$ cat src/rtl/pc_ctrl.sv
// Program-counter and branch-control stage: flag register, BRZ/BRN/JMP resolution, IDLE/RUN/FLUSH/HALT sequencing.
// Optional taken-branch counter output br_count enabled by defining PC_CTRL_BRCOUNT_EN.
module pc_ctrl #(
    parameter int PC_W       = 10,
    parameter int OFF_W      = 8,
    parameter int START_ADDR = 0
) (
    input  logic             CLK,
    input  logic             reset_n,
    input  logic             start,
    input  logic             alu_z,
    input  logic             alu_neg,
    input  logic             alu_co,
    input  logic             flag_we,
    input  logic             br_valid,
    input  logic [1:0]       br_type,
    input  logic [OFF_W-1:0] br_off,
    input  logic [PC_W-1:0]  br_target,
    input  logic             stall,
    input  logic             halt_req,
    output logic [PC_W-1:0]  pc,
    output logic             fetch_valid,
    output logic             flag_z,
    output logic             flag_n,
    output logic             flag_c,
    output logic             taken,
    output logic             halted
`ifdef PC_CTRL_BRCOUNT_EN
    ,
    output logic [15:0]      br_count
`endif
);

    localparam logic [PC_W-1:0] START_PC = PC_W'(START_ADDR);

    typedef enum logic [1:0] {
        S_IDLE,
        S_RUN,
        S_FLUSH,
        S_HALT
    } state_t;

    state_t          r_state;
    state_t          w_stateNext;
    logic [PC_W-1:0] r_pc;
    logic [PC_W-1:0] w_pcNext;
    logic [PC_W-1:0] w_offExt;
    logic [PC_W-1:0] w_target;
    logic            r_flagZ;
    logic            r_flagN;
    logic            r_flagC;
    logic            r_taken;
    logic            r_halted;
    logic            w_takenNext;
    logic            w_cond;
    logic            w_flagLoad;
    logic            w_startAccept;

    // Branch decisions only ever see the registered flags, never this cycle's ALU flags.
    assign w_offExt = PC_W'($signed(br_off));
    assign w_target = (br_type == 2'b11) ? br_target : (r_pc + w_offExt);

    always_comb begin
        w_cond = 1'b0;
        case (br_type)
            2'b01:   w_cond = r_flagZ;
            2'b10:   w_cond = r_flagN;
            2'b11:   w_cond = 1'b1;
            default: w_cond = 1'b0;
        endcase
    end

    always_comb begin
        w_stateNext = r_state;
        w_pcNext    = r_pc;
        w_takenNext = 1'b0;
        case (r_state)
            S_IDLE: begin
                if (start) begin
                    w_stateNext = S_RUN;
                    w_pcNext    = START_PC;
                end
            end
            S_RUN: begin
                if (!stall) begin
                    if (halt_req) begin
                        w_stateNext = S_HALT;
                    end else if (br_valid && w_cond) begin
                        w_stateNext = S_FLUSH;
                        w_pcNext    = w_target;
                        w_takenNext = 1'b1;
                    end else begin
                        w_pcNext = r_pc + PC_W'(1);
                    end
                end
            end
            S_FLUSH: begin
                if (!stall) begin
                    w_stateNext = halt_req ? S_HALT : S_RUN;
                end
            end
            S_HALT: begin
                if (start) begin
                    w_stateNext = S_RUN;
                    w_pcNext    = START_PC;
                end
            end
            default: begin
                w_stateNext = S_IDLE;
                w_pcNext    = START_PC;
            end
        endcase
    end

    assign w_flagLoad    = flag_we && ((r_state == S_RUN) || (r_state == S_FLUSH));
    assign w_startAccept = start && ((r_state == S_IDLE) || (r_state == S_HALT));

    always_ff @(posedge CLK) begin
        if (!reset_n) begin
            r_state  <= S_IDLE;
            r_pc     <= START_PC;
            r_taken  <= 1'b0;
            r_halted <= 1'b0;
        end else begin
            r_state  <= w_stateNext;
            r_pc     <= w_pcNext;
            r_taken  <= w_takenNext;
            r_halted <= (w_stateNext == S_HALT);
        end
    end

    always_ff @(posedge CLK) begin
        if (!reset_n) begin
            r_flagZ <= 1'b0;
            r_flagN <= 1'b0;
            r_flagC <= 1'b0;
        end else if (w_flagLoad) begin
            r_flagZ <= alu_z;
            r_flagN <= alu_neg;
            r_flagC <= alu_co;
        end
    end

`ifdef PC_CTRL_BRCOUNT_EN
    logic [15:0] r_brCount;

    always_ff @(posedge CLK) begin
        if (!reset_n || w_startAccept) begin
            r_brCount <= 16'h0000;
        end else if (w_takenNext && (r_brCount != 16'hFFFF)) begin
            r_brCount <= r_brCount + 16'h0001;
        end
    end

    assign br_count = r_brCount;
`else
    logic w_unusedStart;
    assign w_unusedStart = w_startAccept;
`endif

    assign pc          = r_pc;
    assign fetch_valid = (r_state == S_RUN);
    assign flag_z      = r_flagZ;
    assign flag_n      = r_flagN;
    assign flag_c      = r_flagC;
    assign taken       = r_taken;
    assign halted      = r_halted;

endmodule

$ cat config.mk
export PLATFORM = sky130hd
export DESIGN_NAME = pc_ctrl
export DESIGN_NICKNAME = d
export VERILOG_FILES = /design/src/rtl/pc_ctrl.sv
export SDC_FILE = /design/constraint.sdc
export NUM_CORES = 1
export LEC_CHECK = 0
export CORE_ASPECT_RATIO = 1.5
export CORE_UTILIZATION = 48
export DETAILED_ROUTE_END_ITERATION = 12
export PLACE_DENSITY = 0.81
export SLEW_MARGIN = 30
export SYNTH_ARGS = -nofsm -noshare
export SYNTH_HDL_FRONTEND = slang
export SYNTH_SLANG_ARGS = --single-unit
export TNS_END_PERCENT = 50
$ cat constraint.sdc
create_clock -name CLK -period 2.3 [get_ports CLK]
set_clock_uncertainty 0.15 [all_clocks]
set_input_delay 0.23 -clock CLK [delete_from_list [all_inputs] [get_ports CLK]]
set_output_delay 0.23 -clock CLK [all_outputs]
set_load 0.01 [all_outputs]
==> results of run 1 <==
## placed cells by master (no fill, tap or decap), types with 3 or more instances in the layout
cell type,instances
clkdlybuf4s50_1,45
buf_4,22
dfxtp_1,17
nand2_1,15
o21ai_0,12
a21oi_1,11
nor2_1,11
ha_1,11
inv_1,8
nand3_1,7
a211oi_1,6
nand2b_1,6
o21a_1,5
and2_1,4
nor2b_1,4
mux2i_1,4
xnor2_1,3
nand4_1,3
a31oi_1,3
nor3_1,3
a22oi_1,3
and4_1,3
a221oi_1,3
o31ai_1,3
clkbuf_8,3
## logic make-up (layout without fill, tap and decap cells)
family	Yosys count	count (layout)
AO/OA/AOI/OAI	69	69
adder cells (fa/ha/maj)	13	13
XOR/XNOR	4	4
multiplexers	6	6
buffers and inverters	18	79
flip-flops	17	17
AND/OR/NAND/NOR	71	71
## per-layer routing
metal | global-route usage [%] | up-vias | routed length (um)
met5 | 0 | - | 0
met4 | 8.50 | 0 | 55
met3 | 1.46 | 8 | 171
met2 | 51.4 | 55 | 2470
met1 | 29.2 | 853 | 1860
li1 | - | 885 | -
## flip-flops by register name, summed over array words and instances, names as in the netlist
register,count
r_state,2
flag_n,1
flag_z,1
flag_c,1
taken,1
pc,10
halted,1
## path summary, 6_finish.rpt
kind | startpoint | to | slack, ns
worst max-delay path | br_off[0] | pc[8] | 0.04
worst min-delay path | flag_z | flag_z | 0.38
worst max register to register | r_state[0] | pc[9] | 0.12
worst min register to register | flag_z | flag_z | 0.38
## through the flow
step	cell area, um^2	utilization, %	setup slack, ns	power (mW)	TNS, ns
after global routing	2270	72.0	-0.101	1.29	-0.153
after detailed placement	2210	69.9	-0.223	0.961	-0.450
after floorplan	1600	-	0.0787	0.734	0
after global placement	2210	69.9	-0.238	0.952	-0.407
after CTS	2250	71.4	0.00657	1.18	0
final	2270	72.0	0.0442	1.20	0
## area by class of cell
| cell class | count | area (um^2) |
|---|---|---|
| well taps | 40 | 50.0 |
| repair buffers | 67 | 616 |
| multi-input cells | 163 | 1190 |
| inverters | 8 | 30.0 |
| flip-flops and latches | 17 | 340 |
| fillers | 257 | 886 |
| clock buffers | 4 | 45.0 |
## where the power goes
part           total (mW)  switching [mW]  internal, mW  leakage, nW
sequential          0.344          0.0194         0.324        0.138
clock               0.227           0.105         0.123       0.0228
combinational       0.632           0.320         0.312        0.708
total                1.20           0.444         0.759        0.868
## timing repair
item | 4_1_cts | 5_1_grt
gates resized for setup | 0 | 4
endpoints found under the setup margin | 0 | 4
hold buffers | 0 | 0
## worst max-delay path: cells and delay by family
| kind | cells | cell delay, ns |
|---|---|---|
| adder cells (fa/ha/maj) | 2 | 0.38 |
| buffers and inverters | 2 | 0.47 |
| AO/OA/AOI/OAI | 3 | 0.76 |
| multiplexers | 1 | 0.38 |
| AND/OR/NAND/NOR | 1 | 0.06 |
==> out/metrics.csv, run 1 <==
stage,metric,value,unit
floorplanning,pin_count,46,
synthesis,synthMuxAreaShare,3.92,%
layout,nets,303,
synthesis,synth-edff-count,0,
synthesis,synth_seq_cells,17,
sta,holdWs,0.382,ns
synthesis,synth_top_family_by_area,compound AO/OA/AOI/OAI gates,
route,drc_errors,0,
route,drt_wl_total,4550,um
route,num_vias,1801,
synthesis,synth_commonest_cells,"dfxtp_1, nand2_1, ha_1, o21ai_0",
cts,cts_tree,built,
setup_path,worstSetupStartpointType,input pin,
global_routing,grt_max_degree,16,
sta,finalSetupViolations,0,
setup_path,crit_path_cell_trace,"clkdlybuf4s50_1, ha_1, inv_1, fa_1, nor2b_1, o31a_1, o41ai_2, mux2_2, a211oi_1",
place,dp.cells,295,
synthesis,synth_cell_type_count,58,
power,p_per_area,529,mW/mm^2
hold_path,whs_path_depth,2,
sta,finalHoldViolations,0,
setup_path,ff2ff_path_depth,7,
synthesis,async_flop_share,0,%
sta,finalCriticalPeriod,2.26,ns
synthesis,syn_nets,241,
setup_path,worst_setup_path_end_kind,register,
global_routing,grt_pass1_vias,1715,
cts,htreeDepth,1,
synthesis,synth_top_area_share,21.3,%
sta,slew_headroom,72.5,%
floorplanning,dieArea,0.00356,mm^2
synthesis,synthXorXnorAreaFrac,2.20,%
synthesis,synth_top_area_cell,dfxtp_1,
power,peakVddDrop,0.441,mV
setup_path,critPathRequiredTime,2.32,ns
cts,cts_setup_buffers,0,
place,port_buffers,45,
cts,clockBufferDepth,2,
synthesis,synthTopCellsByArea,"dfxtp_1, ha_1, o21ai_0",
global_routing,grt_pass1_wl,7410,um
global_routing,antenna_found_initial,0,
global_routing,overflow,0,
cts,cts_root_buf,clkbuf_8,
route,antenna_left,0,
synthesis,yosysSeqAreaShare,21.3,%
synthesis,postSynthCellCount,198,
layout,area_growth,42.5,%
sta,fmax,443,MHz
job,maxCapViolCount,0,
hold_path,hold_class,reg2reg,
cts,clock_latency,0.25,ns
floorplanning,fp-row-count,25,
layout,drive_above_1_share,14.3,%
setup_path,critPathMaxStageDelay,0.40,ns
route,dr.pass1.iters,4,
route,wire_per_inst,15.2,um
setup_path,cp_max_fo,3,
synthesis,yosys_warnings,0,
route,via_per_inst,6.02,
setup_path,slowest_stage,clkdlybuf4s50_1,
layout,diodes,0,
power,p_leak,0.868,nW
floorplanning,core,0.00316,mm^2
synthesis,avgSynthCellArea,8.06,um^2
synthesis,yosysMostFrequentCell,dfxtp_1,
layout,fin_cells,299,
setup_path,worst-setup-path-type,in2reg,
global_routing,grt.total_usage,26.2,%
cts,numCtsBuffers,3,
sta,rsz0062_at_grt,true,
setup_path,cp.arrival,2.28,ns
synthesis,synthAdderAreaFrac,10.7,%
synthesis,syn-cell-area,0.00160,mm^2
synthesis,synthSimpleGateAreaFrac,26.0,%
cts,clkTransAtPathRegs,0.07,ns
sta,slew_viol_final,0,
floorplanning,die_h,72.6,um
place,hpwl,3440,um
sta,tightestPinTransition,0.401,ns
place,routabilityCongestion,0.841,
floorplanning,start_util,50.5,%
synthesis,synth_compound_area_share,30.7,%
floorplanning,die_w,49.1,um
status,run_status,"finished, final reports clean",
synthesis,synth_ff_type,dfxtp_1,
cts,clock-sinks,17,
sta,fin_crit_sh,98.1,%
route,drt_iter0_markers,62,
Note: power is estimated with default switching activity, not from simulation.
==> run 2, diff against run 1 <==
Settings changed: HOLD_SLACK_MARGIN set to 0.06, REMOVE_ABC_BUFFERS set to 1.
==> run 2 against run 1 <==
  * Sequential cell count did not move
  * Setup slack worse by 0.013 ns
  * Cell count increased by 1.0%
  * Wire length rose by 6.0%
  * Hold slack got worse by 0.032 ns
  * First-iteration DRC count rose by 27%
  * Critical path type unchanged
  * Count of clock-buffer cells in the layout did not move
  * Register-to-register slack lost 0.07 ns
  * Critical endpoint unchanged
  * Via count is 2.6% higher
  * Largest cell class unchanged
==> out/metrics.csv, run 2 (synthesized netlist as in run 1, its figures left out) <==
stage,metric,value,unit
sta,slew_headroom,67.2,%
layout,drive_above_1_share,17.2,%
global_routing,antenna_found_initial,0,
setup_path,critPathRequiredTime,2.33,ns
cts,clkTransAtPathRegs,0.07,ns
floorplanning,die_h,72.6,um
floorplanning,start_util,50.5,%
layout,final_area,0.00233,mm^2
layout,area_growth,46.2,%
floorplanning,core,0.00316,mm^2
setup_path,cp_max_fo,2,
sta,fin_crit_sh,98.7,%
sta,finalHoldViolations,0,
route,via_per_inst,6.12,
global_routing,overflow,0,
layout,nets,306,
hold_path,whs_path_depth,2,
route,drt_wl_total,4820,um
layout,nFillCells,256,
cts,cts_root_buf,clkbuf_8,
sta,holdWs,0.350,ns
place,dp.cells,296,
sta,tightestPinTransition,0.479,ns
setup_path,worst_setup_path_end_kind,register,
route,antenna_left,0,
sta,slew_viol_final,0,
floorplanning,die_w,49.1,um
cts,cts_tree,built,
place,routabilityCongestion,0.882,
layout,diodes,0,
power,p_leak,0.901,nW
route,dr.pass1.iters,4,
place,port_buffers,45,
layout,fin_cells,302,
global_routing,grt_max_degree,16,
layout,seq_area,342,um^2
cts,clockBufferDepth,2,
cts,clock_latency,0.26,ns
place,placedInstanceArea,0.00223,mm^2
hold_path,hold_class,reg2reg,
setup_path,ff2ff_path_depth,6,
setup_path,cp.arrival,2.30,ns
route,drc_errors,0,
setup_path,worst-setup-path-type,in2reg,
sta,fmax,441,MHz
job,maxCapViolCount,0,
power,peakVddDrop,0.489,mV
layout,final_common_cell,clkdlybuf4s50_1,
sta,rsz0062_at_grt,true,
cts,ctsHoldBuffers,0,
layout,layout_common_cells,"clkdlybuf4s50_1, buf_4, dfxtp_1",
layout,multi_input_area,0.00121,mm^2
setup_path,worstSetupStartpointType,input pin,
place,hpwl,3570,um
cts,htreeDepth,1,
route,drt_iter0_markers,79,
status,run_status,"finished, final reports clean",
global_routing,grt_pass1_vias,1765,
sta,finalSetupViolations,0,
cts,clock-sinks,17,
global_routing,grt.total_usage,27.5,%
sta,finalCriticalPeriod,2.27,ns
floorplanning,pin_count,46,
layout,largest_register_ffs,10,
route,wire_per_inst,16.0,um
power,p_per_area,527,mW/mm^2
global_routing,grt_pass1_wl,7800,um
floorplanning,fp-row-count,25,
floorplanning,dieArea,0.00356,mm^2
cts,numCtsBuffers,3,
route,num_vias,1848,
-- run 2: cell types whose count changed in the layout (fill, tap and decap cells not counted), sizes merged --
cell / change
clkdlybuf4s50: -1
dlymetal6s2s: +1
buf: +3
-- run 2: routing by layer --
layer | routed length, um | track usage [%]
met2 | 2480 | 51.4
met1 | 1960 | 32.0
met3 | 232 | 2.29
met4 | 147 | 9.80
met5 | 0 | 0
-- run 2: final timing paths --
kind	start	endpoint	slack (ns)
setup / recovery	br_off[2]	pc[8]	0.03
hold / removal	flag_c	flag_c	0.35
setup reg to reg	pc[2]	pc[8]	0.05
hold reg to reg	flag_c	flag_c	0.35
-- run 2: worst max-delay path: stages --
cell             delay (ns)
clkdlybuf4s50_1        0.40
ha_1                   0.29
nor2b_2                0.17
o31a_1                 0.30
o41ai_2                0.34
mux2_2                 0.39
a211oi_2               0.18
-- run 2: stage by stage --
| stage | util (%) | TNS (ns) | setup slack [ns] | total power [mW] |
|---|---|---|---|---|
| 3_3_place_gp | 70.6 | -0.619 | -0.279 | 0.959 |
| 4_1_cts | 72.2 | 0 | 0.0172 | 1.21 |
| 5_1_grt | 73.8 | -0.0335 | -0.0335 | 1.30 |
| 2_1_floorplan | - | 0 | 0.0786 | 0.703 |
| 6_report | 73.8 | 0 | 0.0307 | 1.23 |
| 3_5_place_dp | 70.6 | -0.867 | -0.347 | 0.971 |
-- run 2: area by class of cell --
| type | count | area share [%] |
|---|---|---|
| Clock buffer | 4 | 1.93 |
| Inverter | 8 | 1.29 |
| Multi-Input combinational cell | 163 | 52.0 |
| Sequential cell | 17 | 14.6 |
| Tap cell | 40 | 2.15 |
| Timing Repair Buffer | 70 | 28.0 |
-- run 2: timing repair --
item	4_1_cts	5_1_grt
pin swaps	0	6
gates resized for setup	1	11
setup endpoints to repair	1	5
setup buffers	0	2
-- run 2: report_power, final --
group	leakage [nW]	internal (mW)	switching, mW
Sequential	0.138	0.324	0.0179
Clock	0.0228	0.123	0.115
Combinational	0.740	0.315	0.334
==> run 3, diff against run 2 <==
Settings changed: TNS_END_PERCENT 50 to unset.
==> results of run 3 <==
The final DEF is identical to that of run 2; final timing and power are the same.
==> RTL edit 1 (flow settings as in run 2) <==
Add an input register stage for `br_target`, without a reset; this delays it by one clock. The other inputs are not delayed to match.
--- a/src/rtl/pc_ctrl.sv
+++ b/src/rtl/pc_ctrl.sv
@@ -40,6 +40,12 @@
         S_HALT
     } state_t;
 
+    logic [PC_W-1:0] br_target_q;
+
+    always_ff @(posedge CLK) begin
+        br_target_q <= br_target;
+    end
+
     state_t          r_state;
     state_t          w_stateNext;
     logic [PC_W-1:0] r_pc;
@@ -58,7 +64,7 @@
 
     // Branch decisions only ever see the registered flags, never this cycle's ALU flags.
     assign w_offExt = PC_W'($signed(br_off));
-    assign w_target = (br_type == 2'b11) ? br_target : (r_pc + w_offExt);
+    assign w_target = (br_type == 2'b11) ? br_target_q : (r_pc + w_offExt);
 
     always_comb begin
         w_cond = 1'b0;
Behaviour: not the same (Yosys sat finds a counterexample within 4 cycles, from zero or initial values and one cycle with reset_n low).
==> RTL edit 1 against run 2 <==
- wire length decreased by 1.8%
- sequential cell count increased by 10
- sequential power increased by 52%
- final area increased by 6.6%
- power increased by 7.2%
- setup slack improved by 0.059 ns
- via count increased by 3.3%
- register-to-register slack improved by 0.04 ns
- sequential share of layout area increased by 7.1 points
- area after synthesis increased by 7.5%
==> RTL edit 1: results (changes against run 2) <==
Layout
  • Design Area, Final: 0.002486 sq mm (+6.6%)
  • Post-layout nets: 327 (+6.9%)
  • CLK BUF: 3 (-1)
  • Area of the multi-input gates: 0.001146 sq mm (-5.5%)
  • Comb_multi_in: 170 (+4.3%)
  • Non-clock buffer count: 74 (+5.7%)
  • Non-Clock Buffer Area Fraction: 26.98% (-1.0 points)
  • Layout cell share with drive strength beyond 1: 17.67% (+0.49 points)
  • Clock network contribution to total cell area: 1.862% (-0.069 points)

Setup path
  • Worst Setup Start Kind: flip-flop
  • Crit path max-delay cell type: dfxtp_1
  • R2r worst-path depth: 9 (+3)
  • CP top delay family: adder cells
  • Worst EP arrival: 2.26 ns (-0.04 ns)
  • Worst reg2reg setup slack: 0.09 ns (+0.04 ns)
  • Critical path's largest stage delay: 0.35 ns (-0.05 ns)

Pwr
  • Max VDD drop: 0.4021 mV (-18%)
  • Leakage power: 0.9795 nW (+8.7%)
  • Net Sw Frac: 33.40% (-4.6 points)
  • Clock-net power: 272 uW (+14%)
  • Seq group: 521 uW (+52%)
  • Clock power frac: 20.6% (+1.2 points)

Global routing
  • Grt met3 use: 3.030% (+0.74 points)
  • Global routing met2 resource utilization: 52.15% (+0.70 points)
  • Overall routing resource usage: 27.68% (+0.19 points)

Place
  • Gpl congestion: 0.8666 (-1.7%)
  • Post-Place Setup Slack: -0.3956 ns (-0.04895 ns)
  • Placed cell areas: 0.002401 sq mm (+7.7%)

Detailed routing
  • Routed vias/inst: 5.874 (-4.0%)

Synth
  • Synthesized cell area: 0.001714 sq mm (+7.5%)
  • Sequential share of the synthesized area: 31.53% (+10 points)
  • Distinct cells, synth: 48 (-17%)
  • Synth area leaders: dfxtp_1 (32%), ha_1 (8.8%), o21ai_0 (5.5%)
  • Synth top cells by count: dfxtp_1 (27), nor2_1 (19), o21ai_0 (19)
  • Synth Instances: 211 (+6.6%)

Clocking
  • Clock sink total: 27 (+10)
  • CTS resizes: 5 (+4)
  • Post-CTS setup buffers: 1 (+1)
  • Clk slew on worst S/H paths: 0.10 ns (+0.03 ns)

STA
  • Hold_ws: 0.2398 ns (-0.1103 ns)
  • Slew HR: 63.84% (-3.4 points)
  • Tcrit/Tclk final: 96.09% (-2.6 points)

Hold path
  • Hold Path Class: in -> reg
  • Hold Crit Start: br_target[9]

Run status
  • Status: finished clean
RTL edit 1: changes by cell type after synthesis, moves of 4 or more:
| cell | change |
|---|---|
| dfxtp_1 | +10 |
| a21oi_1 | +4 |
| o21ai_0 | +7 |
| o22ai_1 | +4 |
| nand3_1 | +7 |
| nand2b_1 | -5 |
| nor2_1 | +8 |
RTL edit 1: logic make-up (layout without fill, tap and decap cells):
group / Yosys count / after routing / share of synthesized area, %
multiplexers: 4 / 4 / 2.336
adder cells (fa/ha/maj): 13 / 13 / 9.927
AND/OR/NAND/NOR: 81 / 81 / 23.87
buffers and inverters: 14 / 86 / 3.284
XOR/XNOR: 6 / 6 / 3.066
AO/OA/AOI/OAI: 66 / 66 / 25.99
flip-flops: 27 / 27 / 31.53
RTL edit 1: metal layers:
| metal | up-vias | part of all wire [%] |
|---|---|---|
| li1 | 919 | - |
| met1 | 896 | 39 |
| met2 | 80 | 53 |
| met3 | 14 | 5.0 |
| met4 | 0 | 2.3 |
| met5 | - | 0 |
==> RTL edit 2 (config.mk and constraints of run 2) <==
Without the edit above. Add a define of `PC_CTRL_BRCOUNT_EN`.
--- a/src/rtl/pc_ctrl.sv
+++ b/src/rtl/pc_ctrl.sv
@@ -1,5 +1,7 @@
 // Program-counter and branch-control stage: flag register, BRZ/BRN/JMP resolution, IDLE/RUN/FLUSH/HALT sequencing.
 // Optional taken-branch counter output br_count enabled by defining PC_CTRL_BRCOUNT_EN.
+`define PC_CTRL_BRCOUNT_EN
+
 module pc_ctrl #(
     parameter int PC_W       = 10,
     parameter int OFF_W      = 8,
Behaviour (old outputs only; new: br_count): unchanged (Yosys induction, for registers that start in step).
==> RTL edit 2 against run 2 <==
- die area increased by 44%
- critical endpoint is now br_count[15]
- final area increased by 48%
- area after synthesis increased by 45%
- power increased by 63%
- non-clock buffer count increased by 31
- sequential cell count increased by 16
- setup slack got worse by 0.0067 ns
- wire length increased by 38%
==> RTL edit 2: results (changes against run 2) <==
Setup path
  • Worst r2r src: r_state[1]
  • Critical path's largest stage delay: 0.55 ns (+0.15 ns)
  • R2r worst-path depth: 7 (+1)
  • Crit Reg-Reg Endpoint: br_count[15]
  • Worst reg2reg setup slack: 0.02 ns (-0.03 ns)
  • Crit path max-delay cell type: or4_4

Detailed routing
  • Met3 WL: 277 um (+19%)
  • DR WL/cell: 14.70 um (-8.0%)
  • Initial DRC Count: 102 (+29%)

STA
  • Worst Tran Pin Value: 0.5065 ns (+0.02754 ns)
  • Hold_ws: 0.3504 ns (+0.0003880 ns)

Pwr
  • Leakage power: 1.313 nW (+46%)
  • Max VDD drop: 0.2920 mV (-40%)

Layout
  • Layout cell share with drive strength beyond 1: 16.92% (-0.25 points)
  • Largest register FFs: 16 (+6)

Synth
  • Synth area leaders: dfxtp_1 (29%), ha_1 (7.0%), nand2_1 (5.2%)
  • Post-Synth XOR/XNOR Area: 3.402% (+1.2 points)
  • Adder-cell share of the synthesized area: 7.883% (-2.8 points)
  • Post-synthesis mux area share: 2.592% (-1.3 points)

Clocking
  • CTS Buf Count: 5 (+2)
  • Skew-Pair Late Insertion Delay: 0.28 ns (+0.02 ns)

Place
  • Placed cell areas: 0.003246 sq mm (+46%)

Global routing
  • Vias in the first global route: 2462 (+39%)
  • Global-route wire length before repair: 10.65 mm (+37%)
  • Global routing met2 resource utilization: 52.48% (+1.0 points)

Run status
  • Status: finished clean

Hold path
  • Hold Crit Endpoint: br_count[9]
RTL edit 2: power breakdown:
part	leakage, nW	switching, mW	internal, mW
clock	0.0585	0.218	0.353
combinational	0.987	0.418	0.381
sequential	0.267	0.0277	0.612
total	1.31	0.664	1.35
RTL edit 2: how the worst max path moves through the flow:
stage                           from           end  cells after the start
after global placement     br_off[0]         pc[6]                      9
after CTS                 r_state[1]  br_count[15]                      7
after detailed placement   br_off[0]         pc[6]                      9
final                     r_state[1]  br_count[15]                      7
after floorplan           r_state[0]         pc[6]                      7
after global routing      r_state[1]  br_count[15]                      7
RTL edit 2: cell type report:
type	count	area [sq um]	share of cell area, %
multi-input combinational	239	1635	47.27
timing repair buffer	101	930.9	26.91
sequential	33	663.1	19.17
clock buffer	7	86.33	2.495
tap	64	80.08	2.315
inverter	9	33.78	0.9765
clock inverter	1	30.03	0.8680
